<file path="config.mk">
export PLATFORM = sky130hd
export DESIGN_NAME = reg_alu_pipe
export DESIGN_NICKNAME = d
export VERILOG_FILES = /design/src/rtl/reg_alu_pkg.sv /design/src/rtl/reg_alu_pipe_alu_core.sv /design/src/rtl/reg_alu_pipe.sv
export SDC_FILE = /design/constraint.sdc
export NUM_CORES = 1
export LEC_CHECK = 0
export ABC_AREA = 0
export CAP_MARGIN = 20
export CORE_UTILIZATION = 45
export DETAILED_ROUTE_END_ITERATION = 7
export MAX_ROUTING_LAYER = met4
export PLACE_DENSITY = 0.67
export SKIP_LAST_GASP = 1
export SLEW_MARGIN = 20
export SYNTH_ARGS = -nofsm -noshare
export SYNTH_HDL_FRONTEND = slang
export SYNTH_SLANG_ARGS = --single-unit
</file>
<file path="constraint.sdc">
create_clock -name clk -period 5.6 [get_ports clk]
set_clock_uncertainty 0.15 [all_clocks]
set_input_delay 1.12 -clock clk [delete_from_list [all_inputs] [get_ports clk]]
set_output_delay 1.12 -clock clk [all_outputs]
set_load 0.02 [all_outputs]
</file>
<file path="src/rtl/reg_alu_pkg.sv">
// reg_alu_pkg: shared types and constants for the register-file/ALU pipeline.
// Opcode encoding, default geometry and status-flag bit positions.
package reg_alu_pkg;

    localparam int DEF_WIDTH = 16;
    localparam int DEF_DEPTH = 8;

    // Bit positions inside the two-bit status register
    localparam int FLAG_C = 0;
    localparam int FLAG_Z = 1;

    typedef enum logic [2:0] {
        OP_ADD    = 3'd0,
        OP_SUB    = 3'd1,
        OP_AND    = 3'd2,
        OP_OR     = 3'd3,
        OP_XOR    = 3'd4,
        OP_ADC    = 3'd5,
        OP_SBB    = 3'd6,
        OP_PASS_A = 3'd7
    } alu_op_e;

endpackage

</file>
<file path="src/rtl/reg_alu_pipe_alu_core.sv">
// alu_core: purely combinational ALU used in the execute stage.
// Arithmetic runs one bit wider than the data so the top bit is the carry;
// for SUB/SBB a carry of 1 means no borrow. Logic ops report carry = 0.
module alu_core
    import reg_alu_pkg::*;
#(
    parameter int WIDTH = DEF_WIDTH
) (
    input  logic [WIDTH-1:0] a,
    input  logic [WIDTH-1:0] b,
    input  logic             cin,
    input  alu_op_e          op,
    output logic [WIDTH-1:0] y,
    output logic             carry
);

    logic [WIDTH:0] sum_s;

    // Select the operation and form the widened result
    always_comb begin
        sum_s = {(WIDTH+1){1'b0}};
        case (op)
            OP_ADD:    sum_s = {1'b0, a} + {1'b0, b};
            OP_SUB:    sum_s = {1'b0, a} + {1'b0, ~b} + {{WIDTH{1'b0}}, 1'b1};
            OP_AND:    sum_s = {1'b0, a & b};
            OP_OR:     sum_s = {1'b0, a | b};
            OP_XOR:    sum_s = {1'b0, a ^ b};
            OP_ADC:    sum_s = {1'b0, a} + {1'b0, b} + {{WIDTH{1'b0}}, cin};
            OP_SBB:    sum_s = {1'b0, a} + {1'b0, ~b} + {{WIDTH{1'b0}}, cin};
            OP_PASS_A: sum_s = {1'b0, a};
            default:   sum_s = {(WIDTH+1){1'b0}};
        endcase
    end

    assign y     = sum_s[WIDTH-1:0];
    assign carry = sum_s[WIDTH];

endmodule

</file>
<file path="src/rtl/reg_alu_pipe.sv">
// reg_alu_pipe: register file with integrated ALU, two-stage pipeline
// (operand read, then execute/writeback) with carry/zero status register.
// Optional macro REG_ALU_FWD_EN: when defined, the operand read stage
// forwards the value being written back in the same cycle, so dependent
// back-to-back ops see the new value. When undefined, the read stage sees
// the pre-write contents and software inserts one idle cycle.
module reg_alu_pipe
    import reg_alu_pkg::*;
#(
    parameter  int WIDTH = DEF_WIDTH,
    parameter  int DEPTH = DEF_DEPTH,
    localparam int AW    = $clog2(DEPTH)
) (
    input  logic             clk,
    input  logic             reset,
    input  logic             valid,
    input  logic             sel,
    input  logic             wr,
    input  logic [2:0]       op,
    input  logic [AW-1:0]    rd_addr_a,
    input  logic [AW-1:0]    rd_addr_b,
    input  logic [AW-1:0]    wr_addr,
    input  logic [WIDTH-1:0] d_in,
    output logic [WIDTH-1:0] d_out_a,
    output logic [WIDTH-1:0] d_out_b,
    output logic [WIDTH-1:0] result,
    output logic             cout,
    output logic             zero,
    output logic             done
);

    logic [WIDTH-1:0] regs_r [DEPTH];

    // Execute-stage control register
    logic             s2_valid_r;
    logic             sel_s2_r;
    logic             wr_s2_r;
    alu_op_e          op_s2_r;
    logic [AW-1:0]    wr_addr_s2_r;
    logic [WIDTH-1:0] d_in_s2_r;
    logic [1:0]       flags_r;

    logic [WIDTH-1:0] alu_y_s;
    logic             alu_carry_s;
    logic [WIDTH-1:0] wb_y_s;
    logic [WIDTH-1:0] opnd_a_s;
    logic [WIDTH-1:0] opnd_b_s;

    assign cout = flags_r[FLAG_C];
    assign zero = flags_r[FLAG_Z];

    // Carry-in is the flag as it stands at the execute edge, so carry ops chain without a stall
    alu_core #(.WIDTH(WIDTH)) u_alu (
        .a     (d_out_a),
        .b     (d_out_b),
        .cin   (flags_r[FLAG_C]),
        .op    (op_s2_r),
        .y     (alu_y_s),
        .carry (alu_carry_s)
    );

    // Writeback value: ALU result or the external load data
    always_comb begin
        if (sel_s2_r) begin
            wb_y_s = alu_y_s;
        end else begin
            wb_y_s = d_in_s2_r;
        end
    end

    // Operand read mux, optionally forwarding the in-flight writeback
    always_comb begin
        opnd_a_s = regs_r[rd_addr_a];
        opnd_b_s = regs_r[rd_addr_b];
`ifdef REG_ALU_FWD_EN
        if (s2_valid_r && wr_s2_r && (wr_addr_s2_r == rd_addr_a)) begin
            opnd_a_s = wb_y_s;
        end else begin
            opnd_a_s = regs_r[rd_addr_a];
        end
        if (s2_valid_r && wr_s2_r && (wr_addr_s2_r == rd_addr_b)) begin
            opnd_b_s = wb_y_s;
        end else begin
            opnd_b_s = regs_r[rd_addr_b];
        end
`endif
    end

    // Operand read stage: capture operands and execute-stage control on issue
    always_ff @(posedge clk) begin
        if (reset) begin
            d_out_a      <= {WIDTH{1'b0}};
            d_out_b      <= {WIDTH{1'b0}};
            s2_valid_r   <= 1'b0;
            sel_s2_r     <= 1'b0;
            wr_s2_r      <= 1'b0;
            op_s2_r      <= OP_ADD;
            wr_addr_s2_r <= {AW{1'b0}};
            d_in_s2_r    <= {WIDTH{1'b0}};
        end else begin
            s2_valid_r <= valid;
            if (valid) begin
                d_out_a      <= opnd_a_s;
                d_out_b      <= opnd_b_s;
                sel_s2_r     <= sel;
                wr_s2_r      <= wr;
                op_s2_r      <= alu_op_e'(op);
                wr_addr_s2_r <= wr_addr;
                d_in_s2_r    <= d_in;
            end
        end
    end

    // Execute/writeback stage: result, flags, register write and retire pulse
    always_ff @(posedge clk) begin
        if (reset) begin
            for (int i = 0; i < DEPTH; i++) begin
                regs_r[i] <= {WIDTH{1'b0}};
            end
            result  <= {WIDTH{1'b0}};
            flags_r <= 2'b00;
            done    <= 1'b0;
        end else begin
            done <= s2_valid_r;
            if (s2_valid_r) begin
                result <= wb_y_s;
                if (wr_s2_r) begin
                    regs_r[wr_addr_s2_r] <= wb_y_s;
                end
                if (sel_s2_r) begin
                    flags_r[FLAG_C] <= alu_carry_s;
                    flags_r[FLAG_Z] <= (wb_y_s == {WIDTH{1'b0}});
                end
            end
        end
    end

endmodule

</file>
==> results.ini <==
[status]
outcome = finished, final reports clean

[yosys]
seq_area_frac_synth = 0.401
ys.flop_type = edfxtp_1
yosys.cell_types.count = 92
synth_warnings = 0
syn-num-nets = 1435
async_flop_share = 0
synth_edf_count = 128
netlist_area_um2 = 13400
synth.avg_cell_area_um2 = 9.93
synth_cells = 1349
ys_ff_latch = 204

[cts]
cts_setup_buffers = 0
cts_tree = done
postCtsResizedCells = 0
ctsHoldBuffers = 0
clock-sinks = 204
clockBufferDepth = 3
numCtsBuffers = 23
path_clk_slew_ps = 60
cts-root-buf = clkbuf_16
h-tree-depth = 1
clkLatencyLatePin_ps = 540

[grt]
grt_max_degree = 53
grt_pass1_vias = 10900
grt-ovfl-total = 0
grt_pass1_wl_um = 65900
antenna_found_initial = 0
grt_util_all_layers = 0.294

[sta]
setup_violations = 0
min_period_ps = 5000
finalHoldViolCount = 0
fmax_mhz = 200
fin_tns_setup_ps = 0
layout_worst_path_cycle_share = 0.893
slew_viol_final = 0
slew_headroom = 0.255
rsz0062_at_grt = no
worst_pin_slew_ps = 1120

[floorplanning]
fp.dieW_um = 175
die_h_um = 175
core-area_um2 = 29000
initial_utilization = 0.462
die-area_um2 = 30500
rows = 62
ios = 84

[cells_and_area]
nets = 1481
fin_util = 0.528
area_growth_pct = 14.5
drive_gt1_frac = 0.117
diodes = 0

[job]
maxCapViolations = 0

[drt]
post_drt_wl_per_cell_um = 24.1
routed.top_layer = met4
drt-vias-per-instance = 6.32
wl_met2_um = 20300
vias = 11300
ant_nets = 0
totalWireLength_um = 43300
met3_length_um = 3570
first_iter_violations = 1424
route.detailed.drc = 0
wl_met1_um = 17900
drt_pass1_iterations = 8

[pwr]
p_per_area_nw_per_um2 = 283
ir_worst_vdd_v = 0.000235
cellLeakagePower_nw = 5.52

[critical_path]
r2r_setup_slack_ps = 600
r2r_end = flags_r[1]
path_cells = ha_1 > inv_1 > fa_1 > nand2b_1 > a211oi_1 > a21oi_1 > a2111oi_0 > o21ai_0 > o21ai_0 > xnor2_1 > a31o_1 > a31oi_1 > or2_2 > a31o_1
crit_type = reg2reg
timing.critical_path.to = flags_r[1]
crit_fanout = 9
reg2reg_depth = 14
crit_required_ps = 5880
slowest_delay_ps = 940
endpoint_kind = flip-flop
reg2reg_from = d_out_a[0]
cpMaxStageDelayCell = a2111oi_0
cp-start-kind = flip-flop
arrival_ps = 5280
cp-startpoint = d_out_a[0]

[place]
hpwl_um = 30000
port_buffers = 83
place.gp.congestion = 0.949

[min_path]
hp-class = reg2reg

## per-layer routing
layer  GRT usage  vias to the layer above
li1            -                     5103
met1       0.390                     5541
met2       0.467                      595
met3      0.0365                      106
met4      0.0953                        0
met5           -                        -
## registers in the layout (all words and copies together) (netlist names)
name	flops
d_out_b	16
flags_r	2
d_out_a	16
d_in_s2_r	16
sel_s2_r	1
result	16
op_s2_r	3
done	1
s2_valid_r	1
wr_addr_s2_r	3
regs_r	128
wr_s2_r	1
## synthesized netlist by cell type (5+ instances only)
cell type | number | area [um^2]
a211oi_1 | 46 | 345
a21o_1 | 12 | 90.1
a21oi_1 | 83 | 415
a221o_1 | 5 | 50.1
a22oi_1 | 5 | 37.5
a311oi_1 | 5 | 43.8
a31o_1 | 5 | 43.8
a31oi_1 | 12 | 75.1
and2_1 | 6 | 37.5
and3_1 | 7 | 43.8
buf_1 | 15 | 56.3
buf_2 | 8 | 40.0
clkbuf_1 | 71 | 267
dfxtp_1 | 76 | 1520
edfxtp_1 | 128 | 3840
ha_1 | 51 | 638
inv_1 | 50 | 188
mux2i_1 | 65 | 651
mux4_2 | 64 | 1440
nand2_1 | 53 | 199
nand2b_1 | 20 | 125
nand3_1 | 22 | 110
nand4_1 | 9 | 56.3
nor2_1 | 268 | 1010
nor2b_1 | 14 | 87.6
nor3_1 | 22 | 110
nor3b_1 | 5 | 37.5
nor4_1 | 9 | 56.3
o2111ai_1 | 6 | 52.6
o211ai_1 | 7 | 52.6
o21a_1 | 6 | 45.0
o21ai_0 | 39 | 195
o21ai_1 | 5 | 25.0
o221ai_1 | 9 | 78.8
o31ai_1 | 5 | 37.5
or4_1 | 5 | 37.5
xnor2_1 | 33 | 289
xor2_1 | 8 | 70.1
## placed cells by master, fill, tap and decap left out, types with 12 or more instances in the layout
cell type and instances:
buf_4 35, nor2_1 268, a31oi_1 12, dfxtp_1 76, inv_1 50, o21ai_0 39, clkdlybuf4s50_1 79, edfxtp_1 128
a21o_1 12, mux4_2 64, ha_1 51, xnor2_1 33, a21oi_1 83, nor2b_1 14, nor3_1 22, nand3_1 22
clkbuf_16 23, a211oi_1 46, nand2b_1 19, mux2i_1 65, nand2_1 53
## area by class of cell
class	count	area [um^2]
timing repair buffer	118	1080
clock inverter	9	119
fill	2578	13700
inverter	55	206
sequential	204	5370
tap	384	480
multi-input combinational	993	7430
clock buffer	33	643
## metrics by stage
stage          worst slack, ps  cell area (um^2)  hold slack [ps]  power, mW  cells
2_1_floorplan             1390             13400              302       2.46   1349
3_3_place_gp               814             14500              309       2.79   1753
3_5_place_dp               826             14500              316       2.80   1753
4_1_cts                    796             15300              328       4.33   1795
5_1_grt                    305             15300              353       4.50   1796
6_report                   597             15300              327       4.35   1796
## power breakdown
| part | switching (mW) | total [mW] | internal [mW] |
|---|---|---|---|
| registers | 0.0651 | 1.73 | 1.66 |
| clock network | 0.653 | 1.55 | 0.900 |
| logic | 0.666 | 1.07 | 0.400 |
## how the worst min path moves through the flow
stage	start	to	depth (start not counted)
2_1_floorplan	d_in_s2_r[13]	d_in_s2_r[13]	2
3_3_place_gp	result[8]	result[8]	2
3_5_place_dp	result[11]	result[11]	2
4_1_cts	result[11]	result[11]	2
5_1_grt	result[11]	result[11]	2
6_report	result[11]	result[11]	2
## worst max-delay path: cells and delay by family, from the launching register on
kind / cells / cell delay, ps
adders and majority gates: 2 / 680
AOI/OAI and AO/OA: 8 / 2700
buffers and inverters: 1 / 70
xor gates and xnor gates: 1 / 250
and+or+nand+nor: 2 / 610
DFF: 1 / 420
## kinds of logic after synthesis
kind of cell,Yosys count,synth area share
adders and majority gates,53,0.0506
xor gates and xnor gates,41,0.0268
and+or+nand+nor,468,0.162
buffers and inverters,152,0.0448
muxes,130,0.157
AOI/OAI and AO/OA,301,0.158
DFF,204,0.401
No activity file was read; power rests on OpenSTA's default activity.
